<file path="src/rtl/tank_gfx_pkg.sv">
// Shared types and widths for the tank graphics pipeline.
package tank_gfx_pkg;

    localparam int unsigned PAL_IDX_W   = 8;
    localparam int unsigned COMP_W      = 4;
    localparam int unsigned RGB_W       = 3 * COMP_W;
    localparam int unsigned BURST_CNT_W = 8;

    typedef logic [PAL_IDX_W-1:0] pal_idx_t;
    typedef logic [RGB_W-1:0]     rgb12_t;

    typedef enum logic {
        ARB_IDLE  = 1'b0,
        ARB_BURST = 1'b1
    } arb_state_e;

endpackage

</file>
<file path="src/rtl/rr_pick.sv">
// Round-robin picker: first valid requester at or after ptr, wrapping to 0.
module rr_pick #(
    parameter int unsigned NUM_REQ = 4,
    localparam int unsigned PTR_W  = $clog2(NUM_REQ)
) (
    input  logic [NUM_REQ-1:0] valid,
    input  logic [PTR_W-1:0]   ptr,
    output logic [NUM_REQ-1:0] grant,
    output logic [PTR_W-1:0]   grant_idx,
    output logic               found
);

    logic [PTR_W:0]   cand_sum;
    logic [PTR_W-1:0] cand_idx;

    // Scan requesters in rotated order; the first valid one wins.
    always_comb begin
        grant     = '0;
        grant_idx = '0;
        found     = 1'b0;
        cand_sum  = '0;
        cand_idx  = '0;
        for (int unsigned k = 0; k < NUM_REQ; k++) begin
            cand_sum = (PTR_W+1)'(ptr) + (PTR_W+1)'(k);
            if (cand_sum >= (PTR_W+1)'(NUM_REQ)) begin
                cand_sum = cand_sum - (PTR_W+1)'(NUM_REQ);
            end
            cand_idx = cand_sum[PTR_W-1:0];
            if (!found && valid[cand_idx]) begin
                found     = 1'b1;
                grant_idx = cand_idx;
            end
        end
        grant[grant_idx] = found;
    end

endmodule

</file>
<file path="src/rtl/palette_lookup_arbiter.sv">
// Round-robin arbiter with bounded bursts sharing one palette ROM among NUM_REQ requesters.
module palette_lookup_arbiter
    import tank_gfx_pkg::*;
#(
    parameter int unsigned NUM_REQ    = 4,
    parameter int unsigned MAX_BURST  = 16,
    parameter int unsigned TRANSP_IDX = 0
) (
    input  logic                           Clk,
    input  logic                           Reset_n,
    input  logic [NUM_REQ-1:0]             req_valid,
    input  logic [NUM_REQ-1:0]             req_last,
    input  logic [NUM_REQ*PAL_IDX_W-1:0]   req_index,
    output logic [NUM_REQ-1:0]             req_ready,
    output pal_idx_t                       pal_index,
    input  logic [COMP_W-1:0]              pal_red,
    input  logic [COMP_W-1:0]              pal_green,
    input  logic [COMP_W-1:0]              pal_blue,
    output logic [NUM_REQ-1:0]             rsp_valid,
    output rgb12_t                         rsp_rgb,
    output logic                           rsp_transp,
    output logic                           busy
);

    localparam int unsigned PTR_W = $clog2(NUM_REQ);

    arb_state_e             state, state_n;
    logic [PTR_W-1:0]       ptr, ptr_n;
    logic [PTR_W-1:0]       owner, owner_n;
    logic [BURST_CNT_W-1:0] count, count_n;
    logic [BURST_CNT_W:0]   cnt_inc;

    logic [NUM_REQ-1:0]     pick_oh;
    logic [PTR_W-1:0]       pick_idx;
    logic                   pick_found;

    logic [NUM_REQ-1:0]     grant_oh;
    logic [PTR_W-1:0]       grant_idx;
    logic                   grant_any;

    function automatic logic [PTR_W-1:0] wrap_inc(input logic [PTR_W-1:0] p);
        return (p == PTR_W'(NUM_REQ - 1)) ? '0 : p + PTR_W'(1);
    endfunction

    rr_pick #(.NUM_REQ(NUM_REQ)) u_rr_pick (
        .valid     (req_valid),
        .ptr       (ptr),
        .grant     (pick_oh),
        .grant_idx (pick_idx),
        .found     (pick_found)
    );

    // State, pointer and burst bookkeeping registers.
    always_ff @(posedge Clk or negedge Reset_n) begin
        if (!Reset_n) begin
            state <= ARB_IDLE;
            ptr   <= '0;
            owner <= '0;
            count <= '0;
        end else begin
            state <= state_n;
            ptr   <= ptr_n;
            owner <= owner_n;
            count <= count_n;
        end
    end

    // Grant selection and next-state: IDLE arbitrates, BURST serves the owner only.
    always_comb begin
        state_n   = state;
        ptr_n     = ptr;
        owner_n   = owner;
        count_n   = count;
        grant_oh  = '0;
        grant_idx = pick_idx;
        grant_any = 1'b0;
        cnt_inc   = {1'b0, count} + (BURST_CNT_W+1)'(1);
        case (state)
            ARB_IDLE: begin
                grant_oh  = pick_oh;
                grant_any = pick_found;
                if (pick_found) begin
                    if (!req_last[pick_idx] && (MAX_BURST > 1)) begin
                        state_n = ARB_BURST;
                        owner_n = pick_idx;
                        count_n = BURST_CNT_W'(1);
                    end else begin
                        ptr_n = wrap_inc(pick_idx);
                    end
                end
            end
            ARB_BURST: begin
                grant_idx = owner;
                if (req_valid[owner]) begin
                    grant_oh[owner] = 1'b1;
                    grant_any       = 1'b1;
                    if (req_last[owner] || (cnt_inc >= (BURST_CNT_W+1)'(MAX_BURST))) begin
                        state_n = ARB_IDLE;
                        ptr_n   = wrap_inc(owner);
                        count_n = '0;
                    end else begin
                        count_n = cnt_inc[BURST_CNT_W-1:0];
                    end
                end else begin
                    // Owner withdrew: spend this cycle leaving the burst, arbitrate next cycle.
                    state_n = ARB_IDLE;
                    ptr_n   = wrap_inc(owner);
                    count_n = '0;
                end
            end
            default: state_n = ARB_IDLE;
        endcase
    end

    // ROM index follows the granted requester, parked at 0 otherwise.
    always_comb begin
        pal_index = '0;
        if (grant_any) begin
            pal_index = req_index[grant_idx*PAL_IDX_W +: PAL_IDX_W];
        end
    end

    assign req_ready = grant_oh;
    assign busy      = (state == ARB_BURST);

    // Capture the ROM colour one cycle after the grant, tagged to the granted requester.
    always_ff @(posedge Clk or negedge Reset_n) begin
        if (!Reset_n) begin
            rsp_valid  <= '0;
            rsp_rgb    <= '0;
            rsp_transp <= 1'b0;
        end else begin
            rsp_valid  <= grant_oh;
            rsp_rgb    <= grant_any ? {pal_red, pal_green, pal_blue} : '0;
            rsp_transp <= grant_any && (pal_index == PAL_IDX_W'(TRANSP_IDX));
        end
    end

endmodule

</file>
<file path="config.mk">
export PLATFORM = sky130hd
export DESIGN_NAME = palette_lookup_arbiter
export DESIGN_NICKNAME = d
export VERILOG_FILES = /design/src/rtl/tank_gfx_pkg.sv /design/src/rtl/rr_pick.sv /design/src/rtl/palette_lookup_arbiter.sv
export SDC_FILE = /design/constraint.sdc
export NUM_CORES = 1
export LEC_CHECK = 0
export BUFFER_PORTS_ARGS = -buffer_cell sky130_fd_sc_hd__buf_2
export CORE_MARGIN = 8
export CORE_UTILIZATION = 38
export DETAILED_ROUTE_END_ITERATION = 10
export PLACE_DENSITY = 0.75
export SLEW_MARGIN = 25
export SYNTH_ARGS = -nofsm -noshare
export SYNTH_HDL_FRONTEND = slang
export SYNTH_SLANG_ARGS = --single-unit
</file>
<file path="constraint.sdc">
create_clock -name Clk -period 1.94 [get_ports Clk]
set_input_delay 0 -clock Clk [delete_from_list [all_inputs] [get_ports Clk]]
set_output_delay 0 -clock Clk [all_outputs]
set_load 0.01 [all_outputs]
</file>
==> results of run 1 <==
[final timing paths]
kind	to	slack, ps	depth (start not counted)
worst max-delay path	pal_index[2]	-260	8
worst min register to register	count[5]$_DFFE_PN0P_	490	1
min in group asynchronous	count[2]$_DFFE_PN0P_	290	2
worst max register to register	rsp_transp$_DFF_PN0_	-180	8
worst min-delay path	rsp_transp$_DFF_PN0_	150	6
max in group asynchronous	ptr[1]$_DFFE_PN0P_	1200	2
[synthesized netlist by cell type, types with 2 or more instances]
master     instances
clkbuf_1           6
nor2_1            10
nor2_4             2
inv_1              7
a21oi_2            2
or4_1              3
nor4_1             3
o2bb2ai_1          2
mux2i_1           14
a21oi_1            4
dfrtp_1           30
and2_1             6
ha_1              10
nor2b_1           20
o22a_1             2
mux2_2             3
a31oi_1            3
mux4_2             6
o21ai_0            4
nand2b_1           2
nand2_1           11
nor3_1             3
nand3_1            5
a22o_1             5
nor3b_1            2
[power groups by stage]
stage	logic, mW	registers [mW]	clock network, mW
after floorplan	1.49	1.02	0
after global placement	2.42	0.977	0
after detailed placement	2.47	0.985	0
after CTS	2.77	0.973	0.528
after global routing	3.17	1.01	0.554
final	2.92	0.982	0.519
[critical path, delay by kind of cell, from the launching register on]
kind,cells,cell delay [ps]
buffers and inverters,2,190
muxes,2,750
DFF,1,420
AOI/OAI and AO/OA,2,350
and+or+nand+nor,2,190
[routing by layer]
layer	vias up	global-route usage [%]	part of all wire [%]
li1	923	-	-
met1	887	15.8	41
met2	56	26.1	52
met3	10	2.53	4.7
met4	0	5.31	1.7
met5	-	0	0
[final cells by class]
cell class	count	area, sq um	share of cell area (%)
Tap cell	70	87.6	2.88
Clock buffer	6	82.6	2.72
Inverter	8	35.0	1.15
Timing Repair Buffer	126	801	26.3
Sequential cell	30	753	24.8
Clock inverter	2	12.5	0.412
Multi-Input combinational cell	139	1270	41.7
[registers in the layout, indices dropped and copies added, names as in the netlist]
register    count
rsp_valid       4
ptr             2
owner           2
busy            1
rsp_transp      1
rsp_rgb        12
count           8
[timing repair]
item | CTS | global route
setup buffers | 7 | 2
pin swaps | 4 | 6
gates cloned | 0 | 0
resized for setup | 20 | 10
hold buffers | 13 | 0
setup endpoints to repair | 23 | 23
hold endpoints to repair | 42 | 0
[cells by family after synthesis]
| group | synth area share (%) |
|---|---|
| muxes | 16.6 |
| buffers and inverters | 3.33 |
| DFF | 38.4 |
| and+or+nand+nor | 21.8 |
| adders and majority gates | 6.40 |
| AOI/OAI and AO/OA | 13.4 |
[per-stage QoR]
| step | setup WS, ps | hold slack, ps | setup TNS (ps) | cell area (sq um) | total power [mW] |
|---|---|---|---|---|---|
| after floorplan | -3.24 | -296 | -37.9 | 1980 | 2.51 |
| after global placement | -154 | 65.9 | -758 | 2620 | 3.40 |
| after detailed placement | -202 | 65.1 | -1020 | 2620 | 3.45 |
| after CTS | -217 | 143 | -1820 | 2970 | 4.27 |
| after global routing | -365 | 146 | -4110 | 3040 | 4.73 |
| final | -255 | 146 | -2290 | 3040 | 4.42 |
==> metrics, run 1 <==
number of flops mapped to enable cells by yosys=0; diode count=0; register area share after synthesis=38.4%; reg2reg start=ptr[1]$_DFFE_PN0P_; Routed WL per cell=14.8 um; Num CTS Buffers=5; Critical Path Source Type=flip-flop; Slew Limit Fails=0; Final Cycle Share=113%; CP Class=flip-flop to primary output; Slew @ Worst Pin=653 ps; PD cells=1450 nW/um^2; vias in the first global route=1922; failing checks=negative setup slack; Worst setup startpoint=ptr[1]$_DFFE_PN0P_; status=finished, violations left; Post-Syn Area per Cell=10.6 sq um; Worst EP arrival=2200 ps; PortBufs=83; CP max FO=6; largest area contributor in the netlist=dfrtp_1; Skew-Pair Late Insertion Delay=280 ps; mapped cell area=1950 sq um; Logic pwr share=66.0%; syn nets=249; DR vias/cell=4.92; fin crit period=2200 ps; skew final=1.98 ps; final setup violation count=21; min-delay src=req_index[9]; largest net degree at the start of global routing=31; Synth top area share=38.4%; clk sinks=30; Final WS setup=-255 ps; Relative slew margins=56.5%; Fin. Hold Viols=0; TritonCTS clock tree=built; die height=87.7 um; WP data required=1940 ps; Internal=2.62 mW; Core Util, Final=60.3%; First DRT Iteration DRCs=50; sw frac=40.7%; Yosys warning count=0; DRC errors left=0; post-synthesis cell count=185; worst path cell trace=mux2i_2, o2bb2ai_2, nor2_4, inv_2, o21a_4, mux4_2, nor2b_1, buf_2; post-detailed-routing wire length=5640 um; Synth-to-Final Area Change=55.5%; ratio of cells with drive above 1 in the final layout=50.5%; Ports=84; clock tree buffer depth=2; routability cong.=0.766; Detail Route Antenna Nets=0; f_max=456 MHz; Synth cell types=45; max incr delay on CP=490 ps; most common cell after layout, fill and taps aside=buf_2; sequential power share=22.2%; DR vias=1876; max cap viols=0; Leakage Power=1.52 nW; Worst Hold Class=input pin to flip-flop; Core ar.=5040 sq um; Switching Power=1.80 mW; GR Overflow Total=0; post-synthesis async set-or-reset flop share=100%; antenna violations before repair=0; Pre-antenna DRT Iters=4; H-tree lvl count=2; CTS root buf=clkbuf_8; Core Rows=26; peak supply drop=1.15 mV; fillers=422; initial core utilization=38.8%; Clk pin slew, worst setup/hold paths=60 ps; placed cells=351; commonest non-fill, non-tap cells in the layout=82 x buf_2, 28 x dfrtp_1, 26 x buf_4, 19 x nor2b_1; synth top area cells=dfrtp_1 38%, mux2i_1 7.2%, mux4_2 6.9%; synthesis-stage register bit count=30; top_reg_cell synth=dfrtp_1; DP HPWL=4110 um; clock network power share=11.7%; first-pass GRT wire length=8750 um; Finished Layout Cells=381; Layout Nets=374; Critical Path End Type=primary output; unrepaired setup endpoints after global routing=yes; Total Routing Usage GR=14.2%; Chip Width=87.7 um; Slowest-stage cell, CP=mux4_2; Die ar.=7690 sq um
Power figures use the tool's default switching activity.
==> run 2, diff against run 1 <==
--- a/config.mk
+++ b/config.mk
@@ -6,6 +6,7 @@
 export NUM_CORES = 1
 export LEC_CHECK = 0
 export BUFFER_PORTS_ARGS = -buffer_cell sky130_fd_sc_hd__buf_2
+export CORE_ASPECT_RATIO = 1.25
 export CORE_MARGIN = 8
 export CORE_UTILIZATION = 38
 export DETAILED_ROUTE_END_ITERATION = 10
@@ -13,4 +14,5 @@
 export SLEW_MARGIN = 25
 export SYNTH_ARGS = -nofsm -noshare
 export SYNTH_HDL_FRONTEND = slang
+export SYNTH_HIERARCHICAL = 1
 export SYNTH_SLANG_ARGS = --single-unit
==> metrics, run 2 <==
status=finished, violations left; failing checks=negative setup slack; Skew-Pair Late Insertion Delay=280 ps (about the same); synth top area cells=dfrtp_1 39%, mux2i_1 4.7%, mux4_2 4.7%; initial core utilization=38.8% (+0.053 points); clock tree buffer depth=2 (unchanged); vias in the first global route=2100 (+9.3%); Internal=2.77 mW (+5.7%); Core Rows=29 (+12%); Final WS setup=-404 ps (-148 ps); Total Routing Usage GR=15.6% (+1.4 points); sequential power share=20.4% (-1.8 points); DRC errors left=0 (unchanged); post-synthesis cell count=188 (+1.6%); GR Overflow Total=0 (unchanged); routability cong.=0.801 (+4.6%); Logic pwr share=68.2% (+2.2 points); peak supply drop=0.917 mV (-20%); CP Class=flip-flop to flip-flop; PortBufs=83 (unchanged); top-count cell post-synth=dfrtp_1; max cap viols=0 (unchanged); number of flops mapped to enable cells by yosys=0 (unchanged); antenna violations before repair=0 (unchanged); total power=4.64 mW (+4.9%); Finished Layout Cells=391 (+2.6%); Final Cycle Share=121% (+7.6 points); syn nets=248 (-0.40%); Ports=84 (unchanged); diode count=0 (unchanged); Yosys warning count=6 (+6); Worst EP arrival=2560 ps (+360 ps); Num CTS Buffers=5 (unchanged); post-synthesis async set-or-reset flop share=100% (unchanged); Fin. Hold Viols=0 (unchanged); Critical Path Source Type=flip-flop; f_max=427 MHz (-6.3%); mapped cell area=1930 sq um (-1.3%); Layout Nets=388 (+3.7%); top_reg_cell synth=dfrtp_1; most flop-heavy register=rsp_rgb; Synth-to-Final Area Change=62.2%; Slew Limit Fails=0 (unchanged); skew final=3.40 ps (+1.42 ps); PD cells=1480 nW/um^2 (+1.9%); largest area contributor in the netlist=dfrtp_1; Relative slew margins=55.1% (-1.4 points); Routed WL per cell=15.8 um (+7.0%); Switching Power=1.87 mW (+3.6%); Post-Syn Area per Cell=10.3 sq um (-2.9%); H-tree lvl count=2 (unchanged); Die ar.=7630 sq um (-0.86%); synth cell count leaders=30 x dfrtp_1, 14 x inv_1, 13 x nor2_1; CTS root buf=clkbuf_8; Pre-antenna DRT Iters=4 (unchanged); die height=95.7 um (+9.1%); Chip Width=79.7 um (-9.1%); First DRT Iteration DRCs=116 (+130%); Clk pin slew, worst setup/hold paths=70 ps (about the same); Detail Route Antenna Nets=0 (unchanged); Critical Path End Type=flip-flop; top flop regs=rsp_rgb x12, count x8, rsp_valid x4; ratio of cells with drive above 1 in the final layout=55.0% (+4.5 points); Core ar.=4970 sq um (-1.4%); DP HPWL=4210 um (+2.4%); synthesis-stage register bit count=30 (unchanged); commonest non-fill, non-tap cells in the layout=82 x buf_2, 36 x buf_4, 28 x dfrtp_1, 13 x dlygate4sd3_1; TritonCTS clock tree=built; WHS=159 ps (+12.2 ps); sw frac=40.2% (-0.49 points); most common cell after layout, fill and taps aside=buf_2; clk sinks=30 (unchanged); Slew @ Worst Pin=673 ps (+20.7 ps); final setup violation count=22 (+4.8%); clock network power share=11.4% (-0.3 points); post-detailed-routing wire length=6190 um (+9.8%); first-pass GRT wire length=9540 um (+9.1%); register area share after synthesis=38.9% (+0.50 points); fin crit period=2340 ps (+148 ps); Largest register FFs=12 (unchanged); Worst Hold Class=input pin to flip-flop; largest net degree at the start of global routing=31 (unchanged); DR vias=1972 (+5.1%); Synth top area share=38.9% (+0.50 points); WP data required=2160 ps (+220 ps); Leakage Power=1.58 nW (+4.3%); CP max FO=3 (-3); placed cells=357 (+1.7%); DR vias/cell=5.04 (+2.4%); Synth cell types=52 (+16%); unrepaired setup endpoints after global routing=yes
-- run 2: cell types whose count changed after synthesis, moves of 4 or more --
| cell | previous run | this run |
|---|---|---|
| mux2i_1 | 14 | 9 |
| inv_1 | 7 | 14 |
| clkbuf_1 | 6 | 2 |
| and2b_1 | 0 | 4 |
| a22o_1 | 5 | 0 |
| a211oi_1 | 0 | 5 |
| ha_1 | 10 | 6 |
| o21ai_0 | 4 | 12 |
| nor2b_1 | 20 | 12 |
-- run 2: layer usage --
layer	share of wire [%]	GRT usage (%)	vias to the layer above
met5	0	0	-
met4	2.2	6.08	0
met2	54	27.9	58
met1	39	17.3	958
met3	4.7	3.77	12
li1	-	-	944
-- run 2: stage by stage --
step / setup WS [ps] / area [sq um] / util (%) / TNS (ps)
finish: -404 / 3130 / 62.9 / -5880
global route: -467 / 3130 / 62.9 / -7750
CTS: -380 / 3040 / 61.1 / -5620
detailed placement: -442 / 2680 / 53.8 / -5540
global placement: -356 / 2680 / 53.8 / -4020
floorplan: -414 / 1980 / - / -2150
-- run 2: worst max-delay path, stage by stage, from the launching register on --
cell and delay, ps:
dfrtp_1 370, nand2b_4 150, o21ai_4 60, a211oi_4 220
buf_4 160, mux4_2 530, o21a_1 220, or3_1 340
a21oi_2 140, a21o_1 100
-- run 2: power by group through the flow --
stage	registers, mW	clock network (mW)	logic (mW)
6_report	0.944	0.529	3.16
3_5_place_dp	0.954	0	2.57
5_1_grt	0.970	0.560	3.42
3_3_place_gp	0.943	0	2.53
4_1_cts	0.945	0.539	2.93
2_1_floorplan	0.998	0	1.56
-- run 2: area by class of cell --
cell class	instances	area, sq um
Clock buffer	6	82.6
Sequential cell	30	753
Inverter	14	52.6
Fill cell	396	1840
Tap cell	62	77.6
Clock inverter	2	12.5
Multi-Input combinational cell	137	1230
Timing Repair Buffer	140	921
-- run 2: final timing paths --
| check | from | to | slack (ps) | cells after the start |
|---|---|---|---|---|
| worst max-delay path | ptr[0]$_DFFE_PN0P_ | count[3]$_DFFE_PN0P_ | -400 | 9 |
| worst min-delay path | req_index[20] | rsp_transp$_DFF_PN0_ | 160 | 4 |
| worst max register to register | ptr[0]$_DFFE_PN0P_ | count[3]$_DFFE_PN0P_ | -400 | 9 |
| worst min register to register | count[4]$_DFFE_PN0P_ | count[4]$_DFFE_PN0P_ | 550 | 1 |
| max in group asynchronous | Reset_n | owner[0]$_DFFE_PN0P_ | 1180 | 2 |
| min in group asynchronous | Reset_n | rsp_valid[3]$_DFF_PN0_ | 290 | 2 |
-- run 2: kinds of logic (layout without fill, tap and decap cells) --
kind of cell / after synthesis / count (layout) / share of synthesized area, %
AOI/OAI and AO/OA: 44 / 45 / 18.0
muxes: 21 / 21 / 15.3
buffers and inverters: 22 / 162 / 5.06
xor gates and xnor gates: 1 / 1 / 0.454
DFF: 30 / 30 / 38.9
and+or+nand+nor: 64 / 64 / 18.4
adders and majority gates: 6 / 6 / 3.89
-- run 2: repair_timing --
action,CTS,global route
hold buffers,13,0
setup endpoints to repair,25,25
cloned,0,1
pin swaps,9,5
setup buffers,11,1
hold endpoints to repair,42,0
gates resized for setup,17,17
